`config.mk`:
```
export PLATFORM = sky130hd
export DESIGN_NAME = edge_sense_multi
export DESIGN_NICKNAME = d
export VERILOG_FILES = /design/src/rtl/edge_sense_multi.sv
export SDC_FILE = /design/constraint.sdc
export NUM_CORES = 1
export LEC_CHECK = 0
export BUFFER_PORTS_ARGS = -buffer_cell sky130_fd_sc_hd__buf_2
export CELL_PAD_IN_SITES_DETAIL_PLACEMENT = 1
export CELL_PAD_IN_SITES_GLOBAL_PLACEMENT = 2
export CORE_AREA = 4 4 79 73
export CTS_BUF_LIST = sky130_fd_sc_hd__clkbuf_4 sky130_fd_sc_hd__clkbuf_8 sky130_fd_sc_hd__clkbuf_16
export CTS_CLUSTER_DIAMETER = 80
export CTS_CLUSTER_SIZE = 10
export DETAILED_ROUTE_END_ITERATION = 16
export DIE_AREA = 0 0 83 77
export HOLD_SLACK_MARGIN = 0.03
export PLACE_DENSITY = 0.89
export RECOVER_POWER = 50
export REMOVE_ABC_BUFFERS = 1
export SLEW_MARGIN = 0
export SYNTH_ARGS = -nofsm -noshare
export SYNTH_HDL_FRONTEND = slang
export SYNTH_SLANG_ARGS = --single-unit
```
`constraint.sdc`:
```
create_clock -name clk -period 2.18 [get_ports clk]
set_input_delay 0.109 -clock clk [delete_from_list [all_inputs] [get_ports clk]]
set_output_delay 0.109 -clock clk [all_outputs]
set_load 0.03 [all_outputs]
```
`src/rtl/edge_sense_multi.sv`:
```
// Multi-channel edge detector: synchroniser, glitch filter, rising/falling edge pulses,
// mode-selected stretched event pulse and sticky pending flag per channel, plus irq.
module edge_sense_multi #(
  parameter int CHANNELS    = 4,
  parameter int SYNC_STAGES = 2,
  parameter int FILTER_LEN  = 3,
  parameter int PULSE_LEN   = 4
) (
  input  logic                    clk,
  input  logic                    clrn,
  input  logic [CHANNELS-1:0]     d,
  input  logic [2*CHANNELS-1:0]   mode,
  input  logic [CHANNELS-1:0]     clr,
  output logic [CHANNELS-1:0]     level,
  output logic [CHANNELS-1:0]     q_r,
  output logic [CHANNELS-1:0]     q_f,
  output logic [CHANNELS-1:0]     evt,
  output logic [CHANNELS-1:0]     pend,
  output logic                    irq
);

  localparam int CW = $clog2(FILTER_LEN + 1);
  localparam int PW = $clog2(PULSE_LEN + 1);
  localparam logic [CW-1:0] CNT_LAST = CW'(FILTER_LEN - 1);
  localparam logic [PW-1:0] PC_LOAD  = PW'(PULSE_LEN);

  logic [SYNC_STAGES-1:0] sync_p0 [CHANNELS];
  logic [CW-1:0]          cnt_p1  [CHANNELS];
  logic [PW-1:0]          pc_p2   [CHANNELS];

  logic [CHANNELS-1:0] s;
  logic [CHANNELS-1:0] level_next;
  logic [CHANNELS-1:0] q_r_next;
  logic [CHANNELS-1:0] q_f_next;
  logic [CHANNELS-1:0] sel;
  logic [CW-1:0]       cnt_next [CHANNELS];
  logic [PW-1:0]       pc_next  [CHANNELS];

  // A retrigger reloads the full length, so overlapping events merge into one pulse.
  function automatic logic [PW-1:0] pc_step(input logic load, input logic [PW-1:0] pc);
    if (load)
      return PC_LOAD;
    else if (pc != '0)
      return pc - PW'(1);
    else
      return '0;
  endfunction

  always_comb begin
    for (int i = 0; i < CHANNELS; i++) begin
      // Filter stage: a new level must persist FILTER_LEN consecutive cycles
      s[i]          = sync_p0[i][SYNC_STAGES-1];
      level_next[i] = level[i];
      cnt_next[i]   = '0;
      if (s[i] != level[i]) begin
        if (cnt_p1[i] == CNT_LAST)
          level_next[i] = s[i];
        else
          cnt_next[i] = cnt_p1[i] + CW'(1);
      end
      // Edge/select stage
      q_r_next[i] = ~level[i] & level_next[i];
      q_f_next[i] = level[i] & ~level_next[i];
      sel[i]      = (q_r_next[i] & mode[2*i]) | (q_f_next[i] & mode[2*i+1]);
      pc_next[i]  = pc_step(sel[i], pc_p2[i]);
    end
  end

  always_ff @(posedge clk or negedge clrn) begin
    if (!clrn) begin
      for (int i = 0; i < CHANNELS; i++) begin
        sync_p0[i] <= '0;
        cnt_p1[i]  <= '0;
        pc_p2[i]   <= '0;
      end
      level <= '0;
      q_r   <= '0;
      q_f   <= '0;
      evt   <= '0;
      pend  <= '0;
    end else begin
      for (int i = 0; i < CHANNELS; i++) begin
        sync_p0[i] <= {sync_p0[i][SYNC_STAGES-2:0], d[i]};
        cnt_p1[i]  <= cnt_next[i];
        pc_p2[i]   <= pc_next[i];
        evt[i]     <= (pc_next[i] != '0);
      end
      level <= level_next;
      q_r   <= q_r_next;
      q_f   <= q_f_next;
      // A new event wins over a simultaneous clear
      pend  <= sel | (pend & ~clr);
    end
  end

  assign irq = |pend;

endmodule
```
=== Yosys cells after proc, flatten, opt, wreduce, memory -nomap -nowiden ===
Cells that the tools add are included.

* Add/sub/neg operators: 8
* Equal/unequal tests: 8
* Mux-type cells: 24
* Bitwise gates (word level): 31
* Reduce and logical (&&, ||, !) cells: 9

{| class="wikitable"
|+ Operators by type and width
! kind !! number
|-
| 2-to-1 mux 3 bit || 8
|-
| nonzero test 3 bit || 8
|-
| AND 1 bit || 16
|-
| 2-to-1 mux 2 bit || 8
|-
| subtractor 3 x 1 -> 3 bit, second input constant || 4
|-
| adder 2 x 1 -> 2 bit, second input constant || 4
|-
| == test 2 bit, second input constant || 4
|-
| 2-to-1 mux 1 bit || 8
|-
| inverter 1 bit || 8
|-
| AND 4 bit || 1
|-
| != test 1 bit || 4
|-
| inverter 4 bit || 1
|-
| bitwise OR 1 bit || 4
|-
| bitwise OR 4 bit || 1
|-
| OR reduction 4 bit || 1
|}

* Bits in registers: 48
* Input port bits: 18
* Output and inout bits: 21
* Word-level logic and storage cells: 97

=== Longest topological paths before layout ===
Gate-level depths: netlist (run 1).

* Depth in word-level cells: 9
* Mapped depth: 3
* Depth with buffers taken out: 3

=== Worst setup path after synthesis (run 1) ===
Ideal clock, no wire load.

* Path type: flip-flop to flip-flop
* Start: register level[3]
* End: register pc_p2[0] (netlist name)
* Library setup time: 0.124 ns
* Data arrival time: 0.940 ns
* Required time: 2.056 ns
* Path slack: 1.116 ns
* Cell stages (with the launch flop): 4
* Path buffers: 0
* Clock period less this slack: 1.064 ns
* Cell sequence: dfrtp_1 -> nand3b_1 -> a21oi_1 -> nor3_1

{| class="wikitable"
|+ RTL lines
! what !! line !! source
|-
| start, declared || 14 || <nowiki>output logic [CHANNELS-1:0] level,</nowiki>
|-
| start signal, assigned || 88 || <nowiki>level <= level_next;</nowiki>
|-
| end signal, assigned by index || 85 || <nowiki>pc_p2[i] <= pc_next[i];</nowiki>
|-
| end, declared || 29 || <nowiki>logic [PW-1:0] pc_p2 [CHANNELS];</nowiki>
|}

==> flow_summary.ini, run 1 <==
[status]
status = complete, no violations

[sta]
grt_setup_unrepaired = false
period_minus_slack_ns = 1.408
timing_hold_violations_final = 0
fin_hold_ws_ns = 0.2438
clock-skew-final_ns = 0.008500
finalSetupViolations = 0
timing.setup.tns_ns = 0
tightest_slew_ns = 0.8739
relSlewSlack = 0.4174
finalMaxSlewViolations = 0
fmaxAchievable_ghz = 0.7100
fin_crit_sh = 0.6460

[critical_path]
crit_path_cell_trace = dlygate4sd3_1 > clkbuf_1 > clkbuf_2
critPathRequiredTime_ns = 2.60
regToRegEndpoint = pc_p2[3]
cpLargestDelayFamily = buffers and inverters
data_arrival_time_of_the_worst_path_ns = 1.83
beginning_of_the_worst_register_to_register_path = s[2]
timing.reg2reg.worst_path_depth = 3
crit_path_depth = 3
end_kind = async pin
cp_buf_inv_count = 3
crit_path_top_delay_cell = sky130_fd_sc_hd__clkbuf_1
reg2reg_slack_ns = 1.11
maximum_net_fanout_on_the_critical_path = 18
timing.critical_path.slowest_cell_delay_ns = 0.66
critical_path.startpoint_type = primary input
timing_worst_setup_path_type = primary input to async pin

[yosys]
synthesis.area_um2 = 1778
dominantRegCellSynth = sky130_fd_sc_hd__dfrtp_1
synth.area.top_cells = sky130_fd_sc_hd__dfrtp_1, sky130_fd_sc_hd__a211oi_1, sky130_fd_sc_hd__nand2_1
synth_enable_flop_cells = 0
synthArstFlopShare = 1.000
yosysTopAreaCellShare = 0.6756
synth_area_leader_cell = sky130_fd_sc_hd__dfrtp_1
synth.yosys.seq_area_share = 0.6756
number_of_synthesized_register_bits = 48
postSynthCellCount = 145
syn_area_per_cell_um2 = 12.26
yosys_warnings = 0
synth_cell_type_count = 15

[clock_tree]
ctsLongestPathBuffers = 2
cts_inserted_buffers = 5
cts_root_buf = sky130_fd_sc_hd__clkbuf_8
clock_tree_from_tritoncts = built
clock_tree.htree_level_count = 2
worstSkewPairLatency_ns = 0.29
clkSinkCount = 48
number_of_post_cts_setup_repair_buffers = 0
worst_setup_hold_path_clk_slew_ns = 0.09

[placement]
place.detailed.instances = 250
gpl.final_weighted_congestion = 0.7688
dpl.hpwl_mm = 2.928
io_port_bufs = 38

[floorplanning]
fp.dieW_um = 83
initial_utilization = 0.3655
core.rowCount = 24
io_pins = 39
core_region_area_um2 = 4865
fp.dieArea_um2 = 6391
floorplan.die.height_um = 77

[power]
design_power_total_mw = 2.536
total_leakage_power_nw = 1.124
vdd_drop_max_mv = 0.3998
power_density_nw_per_um2 = 1123

[min_path]
min_to = pend[1]
timing.hold.worst.start = mode[2]
timing.hold.worst.class = primary input to register
worstHoldPathCells = 4

[route]
drt_iter0_drc = 43
drt_wl_total_mm = 3.846
dr_total_vias = 1262
drt-pass1-iter-count = 4
ant_nets = 0
wl_per_cell_um = 14.40
drt_drc_violations_left = 0
detail_route.vias_per_cell = 4.727

[grt]
grt_pass1_vias = 1408
grt.overflow.total = 0
grt.total_usage = 0.1272
grt_antenna_before_repair = 0
grt_start_max_net_pins = 19
grt_first_pass_wirelength_mm = 6.637

[layout]
finish.cell_count_without_fillers = 267
area.growth.synth_to_final_pct = 27.02
final_nets = 219
diodes = 0
layout-drive-gt1-share = 0.2772
postLayoutCoreUtil = 0.4642

[run]
cap_viol_max_count = 0
==> worst max-delay path by stage <==
stage,from,slack [ns],to
floorplan,level[3],1.12,pc_p2[0]
global placement,s[2],1.21,pc_p2[3]
detailed placement,s[2],1.10,pc_p2[3]
CTS,pend[3],0.92,irq
global route,clrn,0.51,pc_p2[2]
finish,clrn,0.77,pc_p2[10]
==> Yosys cell counts (8+ instances only) <==
library cell,instances
sky130_fd_sc_hd__nand2b_1,8
sky130_fd_sc_hd__a21oi_1,8
sky130_fd_sc_hd__nand2_1,16
sky130_fd_sc_hd__dfrtp_1,48
sky130_fd_sc_hd__a211oi_1,8
sky130_fd_sc_hd__nand3b_1,8
sky130_fd_sc_hd__nor2_1,16
sky130_fd_sc_hd__inv_1,8
==> cell usage in the layout (no fill, tap or decap), types with 5 or more instances in the layout <==
master                          count
sky130_fd_sc_hd__nand2_1           16
sky130_fd_sc_hd__inv_1              8
sky130_fd_sc_hd__dfrtp_1           48
sky130_fd_sc_hd__nand2b_1           8
sky130_fd_sc_hd__a211oi_1           8
sky130_fd_sc_hd__clkbuf_8           5
sky130_fd_sc_hd__nor2_1            16
sky130_fd_sc_hd__a21oi_1            8
sky130_fd_sc_hd__dlygate4sd3_1      9
sky130_fd_sc_hd__nand3b_1           8
sky130_fd_sc_hd__buf_2             34
==> flip-flops by register name, summed over array words and instances, names as in the netlist <==
| name | count |
|---|---|
| s | 4 |
| sync_p0 | 4 |
| q_r | 4 |
| cnt_p1 | 8 |
| q_f | 4 |
| pend | 4 |
| level | 4 |
| evt | 4 |
| pc_p2 | 12 |
==> logic make-up (layout without fill, tap and decap cells) <==
group,Yosys count,in the layout,share of synthesized area
AO/OA/AOI/OAI,28,28,0.1070
buffers and inverters,8,65,0.01689
flip-flops,48,48,0.6756
multiplexers,4,4,0.02533
AND/OR/NAND/NOR,57,57,0.1752
==> report_power, final <==
group	internal (mW)	switching (mW)	leakage, nW	total, mW
Combinational	0.261	0.429	0.431	0.690
Clock	0.353	0.279	0.0586	0.632
Sequential	1.06	0.153	0.634	1.21
==> per-stage QoR <==
step / instance area (µm²) / setup WS (ns)
floorplan: 1778 / 1.116
CTS: 2266 / 0.9231
finish: 2258 / 0.7716
global placement: 2064 / 1.207
detailed placement: 2064 / 1.097
global route: 2258 / 0.5098
==> per-layer routing <==
layer,part of all wire,GRT usage
met5,0,0
met4,0.0060,0.03431
met3,0.044,0.03751
met2,0.54,0.2260
met1,0.41,0.1496
==> area by class of cell <==
cell class	instances	area, µm²
fill	543	2606
clock buffer	6	76.32
sequential	48	1201
tap	65	81.33
inverter	8	30.03
clock inverter	2	35.03
timing repair buffer	49	287.8
multi-input combinational	89	546.8
==> what timing repair did <==
item                                   4_1_cts  5_1_grt
endpoints found under the hold margin       22        0
resized for setup                            0        0
hold buffers                                 9        0
==> worst min-delay path, stage by stage <==
cell and delay (ns):
sky130_fd_sc_hd__buf_2 0.10, sky130_fd_sc_hd__nand3b_1 0.09, sky130_fd_sc_hd__a21o_2 0.16, sky130_fd_sc_hd__o21ai_2 0.06
(Power assumes the default switching activity.)
==> run 2: changes to the inputs <==
CORE_AREA = 4 4 85 79   (was 4 4 79 73)
DIE_AREA = 0 0 89 83   (was 0 0 83 77)
PLACE_DENSITY = 0.81   (was 0.89)
clock period = 1.2 ns   (was 2.18 ns; I/O delays follow)
==> run 2 against run 1 <==
Critical path depth unchanged. Sequential share of layout area increased by 0.24 points. Sequential power up 81%. Hold slack lost 0.048 ns. Global-route usage shrank 2.5 points. Register-to-register slack lost 0.99 ns. Critical path type is now register to output port. Largest cell class unchanged. Highest routed layer unchanged.
==> flow_summary.ini, run 2 (synthesis results as in run 1) <==
[layout]
finish.cell_count_without_fillers = 273
fill_cells = 659
final_nets = 218
largest_register_ffs = 12
layout.cell_area.non_filler_um2 = 2248
largest-register = pc_p2
layout-drive-gt1-share = 0.2886
most-common-layout-cells = sky130_fd_sc_hd__dfrtp_1, sky130_fd_sc_hd__buf_2, sky130_fd_sc_hd__nor2_1, sky130_fd_sc_hd__nand2_1
area.growth.synth_to_final_pct = 26.46
final_common_cell = sky130_fd_sc_hd__dfrtp_1
diodes = 0
layout_top_registers = pc_p2: 12 flops, cnt_p1: 8 flops

[critical_path]
timing.critical_path.slowest_cell_delay_ns = 0.39
maximum_net_fanout_on_the_critical_path = 2
endpoint = irq
beginning_of_the_worst_register_to_register_path = cnt_p1[4]
timing_worst_setup_path_type = register to output port
critPathRequiredTime_ns = 1.14
crit_path_top_delay_cell = sky130_fd_sc_hd__dfrtp_1
data_arrival_time_of_the_worst_path_ns = 1.06
regToRegEndpoint = level[1]
end_kind = output port
timing.reg2reg.worst_path_depth = 2
crit_path_cell_trace = inv_1 > nand4_1 > buf_4
critical_path.startpoint_type = register
reg2reg_slack_ns = 0.12
critical_path.startpoint = pend[3]

[floorplanning]
initial_utilization = 0.3007
core_region_area_um2 = 5912
core.rowCount = 27
io_pins = 39
fp.dieArea_um2 = 7387
fp.dieW_um = 89
floorplan.die.height_um = 83

[sta]
period_minus_slack_ns = 1.123
finalMaxSlewViolations = 0
timing_hold_violations_final = 0
finalSetupViolations = 0
setup_slack_ns = 0.07721
timing.setup.tns_ns = 0
clock-skew-final_ns = 0.006451
relSlewSlack = 0.5755
grt_setup_unrepaired = false
fin_crit_sh = 0.9357
tightest_slew_ns = 0.6368
fmaxAchievable_ghz = 0.8906

[placement]
placed_area_um2 = 2078
gpl.final_weighted_congestion = 0.7213
place.detailed.instances = 256
io_port_bufs = 38
dpl_worst_slack_ns = 0.1738
dpl.hpwl_mm = 2.584

[min_path]
timing.hold.worst.class = primary input to register

[route]
dr_total_vias = 1219
drt-pass1-iter-count = 4
drt_drc_violations_left = 0
drt_wl_total_mm = 3.456
ant_nets = 0
wl_per_cell_um = 12.66
drt_iter0_drc = 37
detail_route.vias_per_cell = 4.465

[power]
vdd_drop_max_mv = 1.002
total_leakage_power_nw = 1.125
power_density_nw_per_um2 = 1968

[status]
status = complete, no violations

[clock_tree]
worstSkewPairLatency_ns = 0.29
ctsLongestPathBuffers = 2
clock_tree.htree_level_count = 2
clkSinkCount = 48
clock_tree_from_tritoncts = built
worst_setup_hold_path_clk_slew_ns = 0.08
cts_root_buf = sky130_fd_sc_hd__clkbuf_8
cts_inserted_buffers = 5
number_of_post_cts_setup_repair_buffers = 0

[grt]
grt_antenna_before_repair = 0
grt_pass1_vias = 1263
grt.total_usage = 0.1025
grt_first_pass_wirelength_mm = 5.996
grt_start_max_net_pins = 49
grt.overflow.total = 0

[run]
cap_viol_max_count = 0
[run 2: cell types whose count changed in the layout (fill, tap and decap cells not counted)]
cell,change
sky130_fd_sc_hd__buf_2,+3
sky130_fd_sc_hd__clkbuf_8,+1
sky130_fd_sc_hd__clkbuf_1,-4
sky130_fd_sc_hd__nand2b_4,-1
sky130_fd_sc_hd__clkbuf_4,+2
sky130_fd_sc_hd__clkinv_2,-1
sky130_fd_sc_hd__nand2b_1,+1
sky130_fd_sc_hd__clkbuf_2,-1
sky130_fd_sc_hd__bufinv_16,-1
[run 2: worst min-delay path by stage]
stage          startpoint   endpoint  slack (ns)  depth (start not counted)
4_1_cts           mode[6]   pc_p2[1]        0.18                          4
6_report          mode[6]   pc_p2[1]        0.20                          4
3_5_place_dp         clrn     q_r[1]        0.07                          2
5_1_grt           mode[3]    pend[1]        0.22                          4
2_1_floorplan        clrn  cnt_p1[0]       -0.24                          0
3_3_place_gp         clrn  cnt_p1[4]        0.06                          2
[run 2: repair_timing]
| item | in CTS | in global routing |
|---|---|---|
| endpoints found under the hold margin | 56 | 0 |
| gates resized for setup | 0 | 2 |
| hold buffers | 9 | 0 |
| setup endpoints to repair | 0 | 1 |
[run 2: final cells by class]
cell class	instances	area (µm²)	share of cell area
Clock buffer	8	97.59	0.04341
Inverter	8	30.03	0.01336
Multi-Input combinational cell	89	539.3	0.2398
Sequential cell	48	1201	0.5342
Tap cell	72	90.09	0.04007
Timing Repair Buffer	48	290.3	0.1291
[run 2: per-layer routing]
metal  share of wire  GRT usage  vias up
met3           0.054    0.03175        5
met2            0.49     0.1619       25
met1            0.45     0.1386      595
met4          0.0078    0.02030        0
met5               0          0        -
li1                -          -      594
[run 2: worst max-delay path: cells and delay by family, from the launching register on]
kind	cells	cell delay [ns]
buf+inv	2	0.28
flops	1	0.39
simple gates	1	0.10
[run 2: power breakdown]
part,switching [mW],leakage [nW],internal (mW)
registers,0.261,0.634,1.93
logic,0.763,0.439,0.473
clock network,0.482,0.0523,0.516
[run 2: stage by stage]
stage / total power [mW] / utilization / hold WS (ns)
3_3_place_gp: 3.433 / 0.3515 / 0.06372
2_1_floorplan: 3.058 / - / -0.2356
6_report: 4.425 / 0.3803 / 0.1957
5_1_grt: 4.737 / 0.3803 / 0.2152
3_5_place_dp: 3.478 / 0.3515 / 0.06630
4_1_cts: 4.520 / 0.3833 / 0.1841
